### config.mk
export PLATFORM = sky130hd
export DESIGN_NAME = olink_rx_framer
export DESIGN_NICKNAME = d
export VERILOG_FILES = /design/src/rtl/olink_rx_framer_pkg.sv /design/src/rtl/olink_lane_framer.sv /design/src/rtl/olink_rx_framer.sv
export SDC_FILE = /design/constraint.sdc
export NUM_CORES = 2
export LEC_CHECK = 0
export CORE_ASPECT_RATIO = 0.6
export CORE_MARGIN = 1.5
export CORE_UTILIZATION = 25
export CTS_BUF_LIST = sky130_fd_sc_hd__clkbuf_16
export CTS_CLUSTER_SIZE = 16
export DETAILED_ROUTE_END_ITERATION = 10
export PLACE_DENSITY = 0.44
export SLEW_MARGIN = 20
export SYNTH_ARGS = -nofsm -noshare
export SYNTH_HDL_FRONTEND = slang
export SYNTH_HIERARCHICAL = 1
export SYNTH_SLANG_ARGS = --single-unit
export TNS_END_PERCENT = 1
### constraint.sdc
create_clock -name clk -period 6.83 [get_ports clk]
set_input_delay 1.366 -clock clk [delete_from_list [all_inputs] [get_ports clk]]
set_output_delay 1.366 -clock clk [all_outputs]
set_load 0.02 [all_outputs]
### src/rtl/olink_rx_framer_pkg.sv
// Shared definitions for the olink receive framer: 8b/10b control characters,
// lane and spy FSM state encodings, and the legal word K-flag test.
package olink_rx_framer_pkg;

  localparam logic [7:0]  CommaChar = 8'hBC;
  localparam logic [7:0]  IdleChar  = 8'hF7;
  localparam logic [7:0]  PadChar   = 8'h1C;
  localparam logic [31:0] PadWord   = {4{PadChar}};

  typedef enum logic [1:0] {
    StHunt   = 2'd0,
    StVerify = 2'd1,
    StLocked = 2'd2
  } lane_state_e;

  typedef enum logic [1:0] {
    StSpyIdle    = 2'd0,
    StSpyWait    = 2'd1,
    StSpyCapture = 2'd2
  } spy_state_e;

  // A 32-bit word may carry no K chars, a comma in its lowest byte, or be all-K.
  function automatic logic word_k_ok(input logic [3:0] k);
    return (k == 4'h0) || (k == 4'h1) || (k == 4'hF);
  endfunction

endpackage

### src/rtl/olink_lane_framer.sv
// One receive lane: pairs 16-bit half-words into 32-bit words, hunts for and
// locks onto comma phase, and counts bad half-words.
// Ports:
//   clk_i, rst_ni                          clock, async active-low reset
//   rx_d_i, rx_k_i, rx_nit_i, rx_aligned_i GTX half-word and status
//   cnt_clear_i                            clears err_count_o
//   comma_o                                current half-word is a good comma
//   out_d_o, out_k_o, out_v_o              assembled word, K flags, strobe
//   locked_o                               lane is in the locked state
//   err_count_o                            saturating bad half-word count
module olink_lane_framer
  import olink_rx_framer_pkg::*;
#(
  parameter int unsigned LockCount  = 4,
  parameter int unsigned UnlockErrs = 8
) (
  input  logic        clk_i,
  input  logic        rst_ni,
  input  logic [15:0] rx_d_i,
  input  logic [1:0]  rx_k_i,
  input  logic [1:0]  rx_nit_i,
  input  logic        rx_aligned_i,
  input  logic        cnt_clear_i,
  output logic        comma_o,
  output logic [31:0] out_d_o,
  output logic [3:0]  out_k_o,
  output logic        out_v_o,
  output logic        locked_o,
  output logic [31:0] err_count_o
);

  localparam logic [7:0] LockLim   = 8'(LockCount);
  localparam logic [8:0] UnlockLim = 9'(UnlockErrs);

  lane_state_e state_q, state_d;
  logic        phase_q, phase_d;
  logic [7:0]  lock_cnt_q, lock_cnt_d;
  logic [7:0]  win_cnt_q, win_cnt_d;
  logic [8:0]  win_err_q, win_err_d, win_err_sum;
  logic [15:0] prev_d_q;
  logic [1:0]  prev_k_q;
  logic        prev_good_q;
  logic [31:0] out_d_q, out_d_d;
  logic [3:0]  out_k_q, out_k_d;
  logic        out_v_q, out_v_d;
  logic        locked_q;
  logic [31:0] err_count_q, err_count_d;

  logic       good, comma, misphase, err_now;
  logic [3:0] word_k;

  assign good     = (rx_nit_i == 2'b00) && rx_aligned_i;
  assign comma    = good && (rx_k_i == 2'b01) && (rx_d_i[7:0] == CommaChar);
  // Commas (or a K in the upper byte) belong in the low half; seen in the high half they
  // mean the pairing is wrong.
  assign misphase = phase_q && (comma || (rx_k_i == 2'b10));
  assign err_now  = !good || misphase;
  assign word_k   = {rx_k_i, prev_k_q};

  always_comb begin
    state_d     = state_q;
    lock_cnt_d  = lock_cnt_q;
    win_cnt_d   = win_cnt_q;
    win_err_d   = win_err_q;
    win_err_sum = '0;
    phase_d     = comma ? 1'b1 : ~phase_q;
    unique case (state_q)
      StHunt: begin
        if (comma) begin
          state_d    = StVerify;
          lock_cnt_d = 8'd1;
        end
      end
      StVerify: begin
        if (err_now) begin
          state_d    = StHunt;
          lock_cnt_d = '0;
        end else if (comma) begin
          if (lock_cnt_q + 8'd1 >= LockLim) begin
            state_d   = StLocked;
            win_cnt_d = '0;
            win_err_d = '0;
          end else begin
            lock_cnt_d = lock_cnt_q + 8'd1;
          end
        end
      end
      StLocked: begin
        // The error window restarts every 256 half-words.
        win_cnt_d   = win_cnt_q + 8'd1;
        win_err_sum = ((win_cnt_q == 8'hFF) ? 9'd0 : win_err_q) + {8'd0, err_now};
        win_err_d   = win_err_sum;
        if (win_err_sum >= UnlockLim) begin
          state_d    = StHunt;
          lock_cnt_d = '0;
        end
      end
      default: state_d = StHunt;
    endcase
  end

  always_comb begin
    out_v_d = (state_q == StLocked) && phase_q;
    out_d_d = out_d_q;
    out_k_d = out_k_q;
    if (out_v_d) begin
      if (!good || !prev_good_q || !word_k_ok(word_k)) begin
        out_d_d = PadWord;
        out_k_d = 4'hF;
      end else begin
        out_d_d = {rx_d_i, prev_d_q};
        out_k_d = word_k;
      end
    end
    err_count_d = err_count_q;
    if (cnt_clear_i) begin
      err_count_d = '0;
    end else if (!good && (err_count_q != 32'hFFFF_FFFF)) begin
      err_count_d = err_count_q + 32'd1;
    end
  end

  always_ff @(posedge clk_i or negedge rst_ni) begin
    if (!rst_ni) begin
      state_q     <= StHunt;
      phase_q     <= 1'b0;
      lock_cnt_q  <= '0;
      win_cnt_q   <= '0;
      win_err_q   <= '0;
      prev_d_q    <= '0;
      prev_k_q    <= '0;
      prev_good_q <= 1'b0;
      out_d_q     <= '0;
      out_k_q     <= '0;
      out_v_q     <= 1'b0;
      locked_q    <= 1'b0;
      err_count_q <= '0;
    end else begin
      state_q     <= state_d;
      phase_q     <= phase_d;
      lock_cnt_q  <= lock_cnt_d;
      win_cnt_q   <= win_cnt_d;
      win_err_q   <= win_err_d;
      prev_d_q    <= rx_d_i;
      prev_k_q    <= rx_k_i;
      prev_good_q <= good;
      out_d_q     <= out_d_d;
      out_k_q     <= out_k_d;
      out_v_q     <= out_v_d;
      locked_q    <= (state_d == StLocked);
      err_count_q <= err_count_d;
    end
  end

  assign comma_o     = comma;
  assign out_d_o     = out_d_q;
  assign out_k_o     = out_k_q;
  assign out_v_o     = out_v_q;
  assign locked_o    = locked_q;
  assign err_count_o = err_count_q;

endmodule

### src/rtl/olink_rx_framer.sv
// Multi-lane GTX receive framer with a single-lane spy buffer.
// Ports:
//   clk, reset_n                     clock, async active-low reset
//   rx_d, rx_k, rx_nit, rx_aligned   per-lane GTX receive data and status
//   out_d, out_k, out_v              per-lane assembled words and strobes
//   locked, err_count                per-lane lock status and error counters
//   cnt_clear                        clears all error counters
//   spy_arm, spy_lane, spy_trig_comma  spy capture control
//   spy_addr, spy_data, spy_done     spy readback (1-cycle latency) and full flag
module olink_rx_framer
  import olink_rx_framer_pkg::*;
#(
  parameter int unsigned N_LANES     = 2,
  parameter int unsigned LOCK_COUNT  = 4,
  parameter int unsigned UNLOCK_ERRS = 8,
  parameter int unsigned SPY_DEPTH   = 64
) (
  input  logic                         clk,
  input  logic                         reset_n,
  input  logic [16*N_LANES-1:0]        rx_d,
  input  logic [2*N_LANES-1:0]         rx_k,
  input  logic [2*N_LANES-1:0]         rx_nit,
  input  logic [N_LANES-1:0]           rx_aligned,
  output logic [32*N_LANES-1:0]        out_d,
  output logic [4*N_LANES-1:0]         out_k,
  output logic [N_LANES-1:0]           out_v,
  output logic [N_LANES-1:0]           locked,
  output logic [32*N_LANES-1:0]        err_count,
  input  logic                         cnt_clear,
  input  logic                         spy_arm,
  input  logic [1:0]                   spy_lane,
  input  logic                         spy_trig_comma,
  input  logic [$clog2(SPY_DEPTH)-1:0] spy_addr,
  output logic [19:0]                  spy_data,
  output logic                         spy_done
);

  localparam int unsigned      Aw      = $clog2(SPY_DEPTH);
  localparam logic [Aw-1:0]    LastPtr = Aw'(SPY_DEPTH - 1);
  localparam logic [2:0]       NLanesW = 3'(N_LANES);

  logic [N_LANES-1:0] lane_comma;

  for (genvar i = 0; i < N_LANES; i++) begin : g_lane
    olink_lane_framer #(
      .LockCount (LOCK_COUNT),
      .UnlockErrs(UNLOCK_ERRS)
    ) u_lane (
      .clk_i       (clk),
      .rst_ni      (reset_n),
      .rx_d_i      (rx_d[16*i +: 16]),
      .rx_k_i      (rx_k[2*i +: 2]),
      .rx_nit_i    (rx_nit[2*i +: 2]),
      .rx_aligned_i(rx_aligned[i]),
      .cnt_clear_i (cnt_clear),
      .comma_o     (lane_comma[i]),
      .out_d_o     (out_d[32*i +: 32]),
      .out_k_o     (out_k[4*i +: 4]),
      .out_v_o     (out_v[i]),
      .locked_o    (locked[i]),
      .err_count_o (err_count[32*i +: 32])
    );
  end

  spy_state_e    spy_state_q, spy_state_d;
  logic [Aw-1:0] spy_ptr_q, spy_ptr_d;
  logic          spy_done_q, spy_done_d;
  logic          spy_wr;
  logic [1:0]    spy_sel;
  logic [19:0]   spy_wdata;
  logic          spy_comma;
  logic [19:0]   spy_mem_q [SPY_DEPTH];
  logic [19:0]   spy_data_q;

  // Out-of-range lane selects fall back to lane 0.
  always_comb begin
    spy_sel = 2'd0;
    if ({1'b0, spy_lane} < NLanesW) spy_sel = spy_lane;
  end

  always_comb begin
    spy_wdata = '0;
    spy_comma = 1'b0;
    for (int unsigned i = 0; i < N_LANES; i++) begin
      if (spy_sel == 2'(i)) begin
        spy_wdata = {rx_nit[2*i +: 2], rx_k[2*i +: 2], rx_d[16*i +: 16]};
        spy_comma = lane_comma[i];
      end
    end
  end

  always_comb begin
    spy_state_d = spy_state_q;
    spy_ptr_d   = spy_ptr_q;
    spy_done_d  = spy_done_q;
    spy_wr      = 1'b0;
    if (spy_arm) begin
      spy_ptr_d   = '0;
      spy_done_d  = 1'b0;
      spy_state_d = spy_trig_comma ? StSpyWait : StSpyCapture;
    end else begin
      unique case (spy_state_q)
        StSpyWait: begin
          // The triggering comma itself becomes entry 0.
          if (spy_comma) begin
            spy_wr      = 1'b1;
            spy_ptr_d   = spy_ptr_q + 1'b1;
            spy_state_d = StSpyCapture;
          end
        end
        StSpyCapture: begin
          spy_wr = 1'b1;
          if (spy_ptr_q == LastPtr) begin
            spy_done_d  = 1'b1;
            spy_state_d = StSpyIdle;
          end else begin
            spy_ptr_d = spy_ptr_q + 1'b1;
          end
        end
        default: ;
      endcase
    end
  end

  always_ff @(posedge clk or negedge reset_n) begin
    if (!reset_n) begin
      spy_state_q <= StSpyIdle;
      spy_ptr_q   <= '0;
      spy_done_q  <= 1'b0;
    end else begin
      spy_state_q <= spy_state_d;
      spy_ptr_q   <= spy_ptr_d;
      spy_done_q  <= spy_done_d;
    end
  end

  // Capture memory is deliberately not reset.
  always_ff @(posedge clk) begin
    if (spy_wr) spy_mem_q[spy_ptr_q] <= spy_wdata;
    spy_data_q <= spy_mem_q[spy_addr];
  end

  assign spy_data = spy_data_q;
  assign spy_done = spy_done_q;

endmodule

# == Word level (Yosys, flattened, before mapping) ==
# Memories as Yosys holds them, arrays and structs flattened. A register that Yosys moved wholly into a read port is not among the register bits.
# Cells that the tools add are included.
# totals
reg_bits,243
ramBits,1280
out_inout_bits,161
word_cells,214
mem_count,1
# memory_table
name,words,word_bits,rd,rd_ports_with_merged_regs,write_ports,line_no,text
spy_mem_q,64,20,1,1,1,olink_rx_framer.sv:72,logic [19:0] spy_mem_q [SPY_DEPTH];
# op_classes
add_sub_neg,9
order_cmp,5
n_eq_ne,41
mux,74
bitwise_logic,2
reduce_logical,53
# ops
operator,n
$mux 32,6
$mux 8,16
$mux 9,8
$add 32x1->32 const B,2
$ne 32x32->1 const B,2
$pmux 8 s3,2
$mux 20,2
$pmux 9 s2,2
$add 8x1->8 const B,4
$eq 8x8->1 const B,4
$pmux 8 s2,2
$mux 2,15
$add 9x1->9,2
$ge 9x4->1 const B,2
$mux 6,3
$ge 8x3->1 const B,2
$ne 2x1->1 const B,8
$eq 2x2->1 const B,7
$eq 2x1->1 const B,6
$logic_and 1x1->1,12
$logic_or 1x1->1,12
$pmux 2 s3,2
$pmux 6 s2,1
$reduce_bool 2->1,6
other kinds (22),56

# == Longest topological paths before layout ==
# logic_depth
depth_word,12
mapped_depth,16
mapped_depth_nobuf,15

# == By module ==
# Netlist, hierarchy kept.
# by_module_without_submodules
mod,instances,cells_per_inst,area_per_inst_um2,seq_area_each_um2
olink_rx_framer,1,2274,50435.9,39062.5
olink_lane_framer (g_lane[0].u_lane),1,478,5226.3,2927.8
olink_lane_framer (g_lane[1].u_lane),1,473,5183.7,2927.8

# == Least setup slack after synthesis ==
# No wires, ideal clock.
# synth_timing
path_kind,input to register
from,input port rx_k[3]
to,memory spy_mem_q[40][0] (enable)
setup_ns,0.397
t_arrival_ns,3.902
t_required_ns,6.433
path_slack_ns,2.531
stages,9
cell_sequence,nor4b_1 -> and4bb_2 -> nand2_1 -> inv_1 -> nand3b_1 -> o21a_1 -> o21bai_1 -> nand4b_1 -> nor2_1
# synth_via
elab_chain_cells,9
# synth_lines
element,line_no,text
"start, declared",olink_rx_framer.sv:21,"input logic [2*N_LANES-1:0] rx_k,"
$eq 2x1->1,olink_lane_framer.sv:53,assign comma = good && (rx_k_i == 2'b01) && (rx_d_i[7:0] == CommaChar);
$logic_and 1x1->1 (2 in a row),olink_lane_framer.sv:53,
net lane_comma[1],olink_rx_framer.sv:42,logic [N_LANES-1:0] lane_comma;
$mux 1,olink_rx_framer.sv:85,if (spy_sel == 2'(i)) begin
$mux 1,olink_rx_framer.sv:105,if (spy_comma) begin
$pmux 1 s2,olink_rx_framer.sv:102,unique case (spy_state_q)
$mux 1,olink_rx_framer.sv:97,if (spy_arm) begin
$mux 1,olink_rx_framer.sv:139,if (spy_wr) spy_mem_q[spy_ptr_q] <= spy_wdata;
$mux 1 (implied by the code),olink_rx_framer.sv:139,
"end, declared",olink_rx_framer.sv:72,
# The timed path passes the listed nets, and every way through them passes these cells.

# == Final worst setup path ==
# layout_timing
from,input port rx_k[3]
to,memory spy_mem_q[7][16] (enable)
# Same word-level chain as after synthesis.

==> impl_metrics.csv <==
group,metric,value,unit
place,post-place-ws,1.17,ns
worst_setup_path,crit_arrival,5.22,ns
global_routing,grt_max_degree,141,
logic_synthesis,synth_largest_area_cell,"edfxtp_1",
hold_path,hold_class,"reg -> reg",
clocking,clockBufferDepth,4,
floorplan,fp.dieW,640,um
logic_synthesis,synth_cell_types,90,
timing,hold_violations,0,
route,via_per_inst,4.69,
clocking,clock_latency,0.82,ns
clocking,post_cts_resize_count,0,
floorplan,start_util,0.251,
final_layout,drive_gt1_frac,0.231,
global_routing,grt_most_used_layer,"met1",
timing,max_slew_margin,0.204,
worst_setup_path,critPathKind,"in -> reg",
floorplan,die_area,246000,um2
logic_synthesis,yosysMostFrequentCell,"edfxtp_1",
logic_synthesis,syn-instance-count,3225,
global_routing,antenna_found_initial,20,
logic_synthesis,yosysTopAreaCellShare,0.632,
timing,finalWorstPathRequiredPeriod,4.81,ns
global_routing,grt_pass1_vias,31550,
timing,fin_crit_sh,0.705,
final_layout,fin_nets,3657,
clocking,hold_buffers,0,
place,port_buffers,215,
final_layout,area_delta_synth_final,19.3,%
floorplan,pin_count,216,
job,maxCapViolCount,0,
clocking,clk_pin_slew,0.06,ns
clocking,cts_setup_buffers,0,
timing,clock_skew,0.0444,ns
logic_synthesis,netlist_area,60800,um2
worst_setup_path,cp_slowest_cell,"nor2_2",
clocking,cts_tree,"built",
worst_setup_path,cp_data_required_time,7.24,ns
floorplan,row_count,140,
place,gp_congestion,0.824,
logic_synthesis,syn_avg_cell_area,18.9,um2
timing,tightest_slew,1.19,ns
clocking,clock_sinks,1543,
route,drtIter0Drc,3755,
route,ant_nets,0,
global_routing,grt.met3_usage,0.0620,
floorplan,core,242000,um2
status,status,"completed",
route,num_vias,32704,
global_routing,met2_usage,0.196,
route,drt_wl_total,192000,um
logic_synthesis,synth-seq-area-share,0.738,
route,first_pass_iters,5,
logic_synthesis,ys_seq_elements,1543,
timing,layout_setup_ws,2.02,ns
worst_setup_path,crit_fanout,20,
worst_setup_path,cp-end-kind,"flip-flop",
route,drcViolationCount,0,
timing,drv_slew,0,
route,avgRoutedWirePerCell,27.6,um
place,dpl.hpwl,126000,um
clocking,root_buffer,"clkbuf_16",
clocking,numCtsBuffers,155,
worst_setup_path,start_kind,"input port",
logic_synthesis,synth_area_leaders,"edfxtp_1 (63%), mux4_2 (12%), dfrtp_1 (10%)",
timing,fmax,208,MHz
clocking,htree_levels,4,
timing,fin_tns_setup,0,ns
logic_synthesis,asyncSetResetFlopFracSynth,0.157,
worst_setup_path,path_cells,"clkdlybuf4s50_1 > nor4b_1 > and4bb_2 > nand2_1 > inv_1 > nand3b_1 > o21a_1 > o21bai_1 > nand4_1 > buf_4 > nor2_2",
logic_synthesis,syn_nets,3304,
timing,rsz0062_at_grt,"false",
logic_synthesis,synth_edf_count,1280,
global_routing,grt_first_pass_wirelength,265000,um
floorplan,die_y,385,um
timing,setup_viol,0,
logic_synthesis,synth_common_cells,"edfxtp_1 (1280), mux4_2 (311), dfrtp_1 (243)",
logic_synthesis,synth_flop_cell,"edfxtp_1",
pwr,vdd_drop_max,0.175,mV
pwr,p_leak,23.7,nW
global_routing,grt_use_total,0.153,
global_routing,overflow,0,
worst_setup_path,cp_slowest_stage_delay,0.88,ns
pwr,power_density,276,nW/um2
global_routing,met1_usage,0.239,
logic_synthesis,yosysWarnings,6,
## final timing paths
path	slack, ns	from	depth (start not counted)	end
min in group asynchronous	0.61	reset_n	1	g_lane[1].u_lane/out_d_o[26]$_DFFE_PN0P_
hold reg to reg	0.46	g_lane[0].u_lane/prev_d_q[10]$_DFF_PN0_	1	g_lane[0].u_lane/out_d_o[10]$_DFFE_PN0P_
hold / removal	0.46	g_lane[0].u_lane/prev_d_q[10]$_DFF_PN0_	1	g_lane[0].u_lane/out_d_o[10]$_DFFE_PN0P_
max in group asynchronous	4.80	reset_n	2	g_lane[1].u_lane/err_count_o[30]$_DFFE_PN0P_
setup / recovery	2.02	rx_k[3]	11	spy_mem_q[7][16]$_DFFE_PP_
setup reg to reg	2.49	g_lane[1].u_lane/state_q[0]$_DFF_PN0_	6	g_lane[1].u_lane/out_d_o[2]$_DFFE_PN0P_
## cells in the final DEF, fill, tap and decap left out, types with 21 or more instances in the layout
cell type and n:
nor3_1 28, dfrtp_1 243, buf_4 135, edfxtp_1 1280
nand2_1 104, mux2_2 78, mux4_2 311, nor2_1 135
a211oi_1 21, a22oi_1 26, nand4_1 37, nand3_1 56
clkbuf_16 161, clkdlybuf4s50_1 208, inv_1 54, nor2b_1 23
ha_1 24, xnor2_1 33, o22a_1 32, clkinv_1 42
o21ai_0 62, xor2_1 25, o31ai_1 21, mux2i_1 75
nor2_2 60, a21oi_1 47, a22o_1 40
## sequential cells by signal (all words and copies together) (netlist names)
signal                     flops
spy_data                      20
g_lane.u_lane/locked_o         2
g_lane.u_lane/phase_q          2
g_lane.u_lane/err_count_o     64
g_lane.u_lane/win_err_q       18
g_lane.u_lane/prev_d_q        32
g_lane.u_lane/prev_k_q         4
g_lane.u_lane/state_q          4
spy_mem_q                   1280
g_lane.u_lane/out_k_o          8
g_lane.u_lane/prev_good_q      2
g_lane.u_lane/lock_cnt_q      16
spy_state_q                    2
spy_done                       1
g_lane.u_lane/win_cnt_q       16
spy_ptr_q                      6
g_lane.u_lane/out_v_o          2
g_lane.u_lane/out_d_o         64
## critical path: cells and delay by family
| kind | cells | cell delay (ns) |
|---|---|---|
| AOI/OAI and AO/OA | 2 | 0.69 |
| and+or+nand+nor | 6 | 2.14 |
| buffers and inverters | 3 | 1.00 |
## kinds of logic after synthesis
logic type	after synthesis	share of synthesized area
adder cells (fa/ha/maj)	24	0.00494
multiplexers	469	0.143
AND/OR/NAND/NOR	580	0.0478
AO/OA/AOI/OAI	357	0.0425
buffers and inverters	194	0.0155
flip-flops	1543	0.738
XOR/XNOR	58	0.00835
## where the power goes
part           total [mW]  internal (mW)  leakage [nW]  switching [mW]
Sequential           10.3           10.3          15.0          0.0398
Clock                8.49           4.77          2.48            3.73
Combinational        1.22          0.367          6.21           0.849
Total                20.1           15.4          23.7            4.61
## layout make-up
class / count / area [um2]
clock inverter: 111 / 865
timing repair buffer: 357 / 3330
tap: 3266 / 4090
clock buffer: 161 / 4030
fill: 23611 / 170000
multi-input combinational: 1488 / 15200
sequential: 1543 / 44900
inverter: 33 / 125
antenna: 20 / 50.0
## layer usage
layer  routed length [um]  vias up
met2                74400     1095
li1                     -    13807
met3                20000      196
met4                 2510        8
met1                95200    17598
met5                  285        -
## metrics by stage
step / std cells / utilization / power [mW] / hold slack [ns] / area (um2)
finish: 6979 / 0.300 / 20.1 / 0.459 / 72600
global route: 6970 / 0.300 / 20.7 / 0.463 / 72600
CTS: 6959 / 0.299 / 20.3 / 0.458 / 72500
detailed placement: 6687 / 0.279 / 11.8 / 0.444 / 67600
global placement: 6687 / 0.279 / 11.8 / 0.440 / 67600
floorplan: 3225 / - / 11.1 / 0.436 / 60800
Power figures use the tool's default switching activity.
